==> src/rtl/fetch_ctrl.sv <==
// Instruction-fetch sequencer: owns the PC, fills the IF/ID stage, applies decode redirects and
// halts past the end of instruction memory. Define FETCH_PERF_CNT_EN to add perf counters.
module fetch_ctrl #(
    parameter logic [31:0] RESET_PC  = 32'd40,
    parameter int unsigned MEM_WORDS = 250
) (
    input  logic        clk,
    input  logic        reset,
    output logic [31:0] imem_addr,
    input  logic [31:0] imem_instr,
    input  logic        stall,
    input  logic        branch_taken,
    input  logic [15:0] branch_offset,
    input  logic        jump,
    input  logic [25:0] jump_target,
    output logic [31:0] if_instr,
    output logic [31:0] if_pc,
    output logic [31:0] if_pc4,
    output logic        if_valid,
    output logic        halted
`ifdef FETCH_PERF_CNT_EN
    ,
    output logic [31:0] fetch_count,
    output logic [31:0] stall_count
`endif
);

    localparam logic [31:0] PcLimit = 32'(MEM_WORDS * 4);

    typedef enum logic [1:0] {
        StBoot,
        StFetch,
        StHalt
    } state_e;

    state_e      state_q, state_d;
    logic [31:0] pc_q, pc_d;
    logic [31:0] if_instr_q, if_instr_d;
    logic [31:0] if_pc_q, if_pc_d;
    logic [31:0] if_pc4_q, if_pc4_d;
    logic        if_valid_q, if_valid_d;

    logic [31:0] jump_pc;
    logic [31:0] branch_pc;

    // Redirect targets are relative to the instruction sitting in IF/ID, not to the live PC.
    assign jump_pc   = {if_pc4_q[31:28], jump_target, 2'b00};
    assign branch_pc = if_pc4_q + {{14{branch_offset[15]}}, branch_offset, 2'b00};

    always_comb begin
        state_d    = state_q;
        pc_d       = pc_q;
        if_instr_d = if_instr_q;
        if_pc_d    = if_pc_q;
        if_pc4_d   = if_pc4_q;
        if_valid_d = if_valid_q;

        case (state_q)
            StBoot: begin
                if_valid_d = 1'b0;
                state_d    = StFetch;
            end
            StFetch: begin
                if (stall) begin
                    // Hold everything; decode re-presents any redirect afterwards.
                end else if (if_valid_q && jump) begin
                    pc_d       = jump_pc;
                    if_valid_d = 1'b0;
                    if_instr_d = '0;
                end else if (if_valid_q && branch_taken) begin
                    pc_d       = branch_pc;
                    if_valid_d = 1'b0;
                    if_instr_d = '0;
                end else if (pc_q >= PcLimit) begin
                    state_d    = StHalt;
                    if_valid_d = 1'b0;
                end else begin
                    if_instr_d = imem_instr;
                    if_pc_d    = pc_q;
                    if_pc4_d   = pc_q + 32'd4;
                    if_valid_d = 1'b1;
                    pc_d       = pc_q + 32'd4;
                end
            end
            StHalt: begin
                if_valid_d = 1'b0;
            end
            default: begin
                state_d = StBoot;
            end
        endcase
    end

    always_ff @(posedge clk) begin
        if (reset) begin
            state_q    <= StBoot;
            pc_q       <= RESET_PC;
            if_instr_q <= '0;
            if_pc_q    <= '0;
            if_pc4_q   <= '0;
            if_valid_q <= 1'b0;
        end else begin
            state_q    <= state_d;
            pc_q       <= pc_d;
            if_instr_q <= if_instr_d;
            if_pc_q    <= if_pc_d;
            if_pc4_q   <= if_pc4_d;
            if_valid_q <= if_valid_d;
        end
    end

    assign imem_addr = pc_q;
    assign if_instr  = if_instr_q;
    assign if_pc     = if_pc_q;
    assign if_pc4    = if_pc4_q;
    assign if_valid  = if_valid_q;
    assign halted    = (state_q == StHalt);

`ifdef FETCH_PERF_CNT_EN
    logic [31:0] fetch_cnt_q, fetch_cnt_d;
    logic [31:0] stall_cnt_q, stall_cnt_d;
    logic        fetch_capture;
    logic        fetch_stall;

    // Only a fresh capture can raise if_valid_d while fetching unstalled.
    assign fetch_capture = (state_q == StFetch) && !stall && if_valid_d;
    assign fetch_stall   = (state_q == StFetch) && stall;

    always_comb begin
        fetch_cnt_d = fetch_cnt_q;
        stall_cnt_d = stall_cnt_q;
        if (fetch_capture) begin
            fetch_cnt_d = fetch_cnt_q + 32'd1;
        end
        if (fetch_stall) begin
            stall_cnt_d = stall_cnt_q + 32'd1;
        end
    end

    always_ff @(posedge clk) begin
        if (reset) begin
            fetch_cnt_q <= '0;
            stall_cnt_q <= '0;
        end else begin
            fetch_cnt_q <= fetch_cnt_d;
            stall_cnt_q <= stall_cnt_d;
        end
    end

    assign fetch_count = fetch_cnt_q;
    assign stall_count = stall_cnt_q;
`endif

endmodule

==> config.mk <==
export PLATFORM = sky130hd
export DESIGN_NAME = fetch_ctrl
export DESIGN_NICKNAME = d
export VERILOG_FILES = /design/src/rtl/fetch_ctrl.sv
export SDC_FILE = /design/constraint.sdc
export NUM_CORES = 1
export LEC_CHECK = 0
export ABC_CLOCK_PERIOD_IN_PS = 4100
export BUFFER_PORTS_ARGS = -buffer_cell sky130_fd_sc_hd__buf_2
export CAP_MARGIN = 20
export CORE_ASPECT_RATIO = 1.25
export CORE_MARGIN = 2
export CORE_UTILIZATION = 45
export DETAILED_ROUTE_END_ITERATION = 10
export HOLD_SLACK_MARGIN = 0.02
export PLACE_DENSITY = 0.69
export SLEW_MARGIN = 20
export SYNTH_ARGS = -nofsm -noshare
export SYNTH_HDL_FRONTEND = slang
export SYNTH_SLANG_ARGS = --single-unit
==> constraint.sdc <==
create_clock -name clk -period 4.1 [get_ports clk]
set_input_delay 0.615 -clock clk [delete_from_list [all_inputs] [get_ports clk]]
set_output_delay 0.615 -clock clk [all_outputs]
set_load 0.03 [all_outputs]
=== After elaboration in Yosys (flattened, before gate mapping) ===
Index checks and enable logic that the tools add are counted.

* $add $sub $neg: 2
* $lt $le $gt $ge: 1
* Equal/unequal tests: 7
* Mux-type cells: 16
* Bitwise operators: 5
* Reduce and logical (&&, ||, !) cells: 9

{| class="wikitable"
|+ Operators with widths
! cell !! number
|-
| 32-bit two-way mux || 6
|-
| 32-bit by 3-bit adder with 32-bit output, second input constant || 1
|-
| 32-bit adder || 1
|-
| 32-bit by 10-bit greater-or-equal comparator with 1-bit output, second input constant || 1
|-
| 5-bit AND reduction || 2
|-
| 2-bit two-way mux || 4
|-
| 2-bit != test, second input constant || 4
|-
| 2-bit one-hot mux with 3 select lines || 1
|-
| 1-bit NOT || 5
|-
| 1-bit two-way mux || 4
|-
| 3-bit != test, second input constant || 1
|-
| 3-bit AND reduction || 1
|-
| 2-bit by 1-bit == test with 1-bit output, second input constant || 1
|-
| 2-bit == test, second input constant || 1
|-
| 1-bit logical AND || 2
|-
| 2-bit logical NOT || 1
|-
| 1-bit one-hot mux with 2 select lines || 1
|-
| 2-bit AND reduction || 1
|-
| 2-bit nonzero test || 1
|-
| 2-bit OR reduction || 1
|}

* Register bits: 131
* Input bits: 79
* Output and inout bits: 130
* Word-level logic and storage cells: 46

=== Depth between registers and ports, before layout ===
* Word-level depth: 6
* Depth in mapped cells: 12
* Gate-level depth less buffers: 12

=== Least setup slack after synthesis ===
No wires, ideal clock.

* Kind: input port to flip-flop
* Start: in branch_offset[0]
* End: reg pc_q[24], in the netlist imem_addr[24]
* Library setup time: 92 ps
* Data arrival time: 2967 ps
* Data required time: 4008 ps
* Slack: 1042 ps
* Stages on the path: 12
* Path buffers: 0
* Cell sequence: ha_1 -> fa_1 -> a21o_1 -> a21oi_1 -> o21ai_1 -> a21oi_1 -> o31a_1 -> o21ai_1 -> nor2_1 -> mux2i_1 -> a221oi_1 -> nor4_1

* Longest elaborated chain between the ends: 3

{| class="wikitable"
|+ Ends and longest elaborated chain
! element !! line !! RTL
|-
| start: declaration || 13 || <nowiki>input logic [15:0] branch_offset,</nowiki>
|-
| 32-bit adder || 48 || <nowiki>assign branch_pc = if_pc4_q + {{14{branch_offset[15]}}, branch_offset, 2'b00};</nowiki>
|-
| 32-bit two-way mux || 70 || <nowiki>end else if (if_valid_q && branch_taken) begin</nowiki>
|-
| 32-bit two-way mux || 66 || <nowiki>end else if (if_valid_q && jump) begin</nowiki>
|-
| end signal: assignment || 104 || <nowiki>pc_q <= pc_d;</nowiki>
|-
| end: declaration || 37 || <nowiki>logic [31:0] pc_q, pc_d;</nowiki>
|}

Every way passes these cells.
A chain may end at the register's enable or synchronous reset.

=== Final worst setup path ===
* Start: reg if_pc4_q[2], in the netlist if_pc4[2]
* End: reg pc_q[24], in the netlist imem_addr[24]

* Longest elaborated chain between the ends: 3

{| class="wikitable"
|+ Ends and longest elaborated chain
! element !! line !! RTL
|-
| start: declaration || 40 || <nowiki>logic [31:0] if_pc4_q, if_pc4_d;</nowiki>
|-
| start signal: assignment || 107 || <nowiki>if_pc4_q <= if_pc4_d;</nowiki>
|-
| 32-bit adder || 48 ||
|-
| 32-bit two-way mux || 70 ||
|-
| 32-bit two-way mux || 66 ||
|}

Every way passes these cells.

==> results.txt <==
* Cell types with the largest area share after synthesis: dfxtp_1 (39%), nor2_1 (6.0%), ha_1 (5.8%), and2_1 (4.5%), a22oi_1 (3.8%)
- The top cell type by area accounts for 38.8% of the synthesized area.
- Post-CTS setup buffer count: 0
* Sum of routed wire length over all layers: 19000 um
- Across all hold checks on the routed design, the worst slack comes to 0.441 ns.
- Once the floorplan was initialized, standard cells occupied 46.1% of the core.
* Setup Skew: 0.00682 ns
- Vias in the first global route: 6050
- For this run, design rule violations remaining after detail routing come to 0.
- In the routed layout, each cell is associated on average with a via count of 5.46.
* CTS H-Tree Depth: 4
* Slew at the pin closest to its max-slew limit: 0.760 ns
- Number of hold-repair buffers added at the cts stage: 0
- Pin count of the biggest net entering global routing: 45
- Setup violations remaining at the end of the flow were counted as 0.
* Startpoint class of the critical path: flip-flop
- Across the VDD grid, the largest voltage drop is 0.359 mV.
- Die outline width: 113 um
- After detailed placement, the total cell area comes to 7760 um2.
* Total Die Area: 15800 um2
* Post-Synthesis Net Count: 883
- Top-Level Pins: 209
- Post-synthesis average cell area: 8.61 um2
- Summed over all cells, the static leakage comes to 3.94 nW.
- Maximum fanout along the worst path: 6
* Post-detailed-route count of antenna-violating nets: 0
- The die is 140 um tall.
- Synthesis produced a netlist whose cell count is 772.
- Primary flip-flop cell chosen by synthesis mapping: dfxtp_1
* Clock Root Buffer: clkbuf_16
- Final HPWL DP: 13600 um
- Fillcell total: 1374
* First drt pass iteration count: 4
- Min-Delay Path Class: reg2reg
- Relative to the synthesized area, the layout overhead comes to 26.6%.
- Count of input and output buffers: 208
* Share of the clock period used by the worst path after layout: 76.8%
* Diodes inserted: 0
- Largest area contributor in the synthesized netlist: dfxtp_1
- The synthesized design contains 129 register bits.
* Clock transition time at the flip-flop clock pins of the worst setup and hold paths: 0.06 ns
* Share of synthesized area occupied by flip-flops and latches: 38.8%
- Count of maximum capacitance violations: 0
- At the end of the flow, the number of nets in the layout was 1073.
- After detailed routing, the average wire length per cell comes to 16.5 um.
- TritonCTS clock tree: done
* Most frequent cells in the layout: buf_2 (208), dfxtp_1 (129), nor2_1 (106)
* First-pass GRT wire length: 30200 um
- Total via count after detailed routing: 6290
* Critical Path RT: 4.42 ns
- Based on the critical path, the design can be clocked at up to 0.317 GHz.
- The number of max-slew violations in the final report came to 0.
* Setup crit end kind: flip-flop
* Global placement routability congestion: 0.886
- Most common cell after layout, fill and taps aside: buf_2
* Worst setup path class: reg2reg
- Ratio of cells with drive above 1 in the final layout: 27.9%
- The clock net in this run drives a total of 129 sinks.
* Pwr/cell area: 586 nW/um2
* Hold Violations, Final: 0
* Area of the core: 14400 um2
- Ys Warns: 0
- Layout Cell Area excl Fill: 8420 um2
- Floorplan row count: 49
- Measured against its own limit, the worst slew margin works out to 49.3%.
- Overall routing resource usage: 23.8%
- For the final routed database, the setup TNS stands at 0 ns.
- The cell area that synthesis handed to floorplanning was 6650 um2.
* Worst skew pair latency: 0.42 ns
* Final WS setup: 0.950 ns
* Pre-CTS WS: 0.573 ns
- Counting distinct cell types in the post-synthesis netlist gives 73.
- Run status: finished clean
* Number of gates given a new drive strength after cts: 0
* Antenna violations before repair: 0
- Grt ovf: 0
- In this run the deepest clock path goes through 2 buffers.
* Data arrival at the endpoint of the critical path: 3.47 ns
- Proportion of register bits with asynchronous set or reset after synthesis: 0%
- Setup repair after global routing left no endpoint under its margin.
- Total CTS buffers: 17
- Post-synth EDFFs: 0
- Iteration-0 DRC count of the detailed router: 324
- Final critical delay including setup and external delays: 3.15 ns
-- synth_stat cells, drive strengths merged, types with 7 or more instances --
cell and instances:
nand2 57, dfxtp 129, nor4 7, nor3 14, xor2 21, a22oi 34
nor2b 7, ha 31, clkbuf 30, a21oi 52, and2 50, nor2 109
xnor2 24, inv 9, nand3 18, mux2i 12, a21o 16, o21ai 24
nand4 8, buf 16, o211ai 15, a211oi 25
-- cell type report --
| type | count | area, um2 | share of cell area, % |
|---|---|---|---|
| inverter | 9 | 33.8 | 0.401 |
| clock inverter | 8 | 175 | 2.08 |
| clock buffer | 24 | 482 | 5.72 |
| multi-input combinational | 585 | 3780 | 44.9 |
| sequential | 129 | 2580 | 30.7 |
| timing repair buffer | 220 | 1140 | 13.6 |
| tap | 178 | 223 | 2.65 |
-- state kept, by name (all words and copies together) (netlist names) --
signal     count
if_instr      32
if_pc         32
if_pc4        30
if_valid       1
imem_addr     32
state_q        2
-- kinds of logic after synthesis --
| kind of cell | Yosys count | synth area share (%) |
|---|---|---|
| AOI/OAI and AO/OA | 206 | 21.4 |
| xor gates and xnor gates | 45 | 5.93 |
| adders and majority gates | 32 | 6.13 |
| buffers and inverters | 58 | 4.57 |
| DFF | 129 | 38.8 |
| muxes | 13 | 1.98 |
| and+or+nand+nor | 289 | 21.2 |
-- final timing paths --
| path | depth (start not counted) | to | slack [ns] | startpoint |
|---|---|---|---|---|
| min reg2reg | 1 | state_q[0]$_SDFFE_PP0P_ | 0.44 | state_q[1]$_SDFFE_PP0P_ |
| min | 1 | state_q[0]$_SDFFE_PP0P_ | 0.44 | state_q[1]$_SDFFE_PP0P_ |
| max reg2reg | 12 | imem_addr[24]$_SDFFE_PP0P_ | 0.95 | if_pc4[2]$_SDFFE_PP0P_ |
| max | 12 | imem_addr[24]$_SDFFE_PP0P_ | 0.95 | if_pc4[2]$_SDFFE_PP0P_ |
-- critical path, cell delays in order, from the launching register on --
cell	delay (ns)
dfxtp_1	0.33
ha_1	0.21
fa_1	0.41
a21o_1	0.19
a21oi_1	0.25
o21ai_1	0.16
a21oi_1	0.33
o31a_1	0.32
o21ai_1	0.16
nor2_1	0.14
mux2i_1	0.19
a221oi_1	0.10
nor4_1	0.27
-- metal layers --
layer / wire length (um) / track usage, % / share of wire, % / vias up
met5: 0 / 0 / 0 / -
met4: 467 / 9.82 / 2.5 / 0
met3: 1160 / 6.14 / 6.1 / 36
li1: - / - / - / 3143
met1: 8290 / 30.2 / 44 / 2924
met2: 9100 / 38.4 / 48 / 187
-- power by group --
group          total [W]  internal [W]  switching (W)  leakage [nW]
clock network    0.00168       0.00113       0.000555         0.315
registers        0.00159       0.00142       0.000171          1.04
logic            0.00166      0.000585        0.00108          2.58
-- metrics by stage --
| stage | total power [W] | util, % | std cells |
|---|---|---|---|
| detailed placement | 0.00327 | 53.9 | 1121 |
| CTS | 0.00497 | 58.4 | 1153 |
| floorplan | 0.00281 | - | 772 |
| finish | 0.00493 | 58.4 | 1153 |
| global route | 0.00520 | 58.4 | 1153 |
| global placement | 0.00326 | 53.9 | 1121 |
Power figures use the tool's default switching activity.
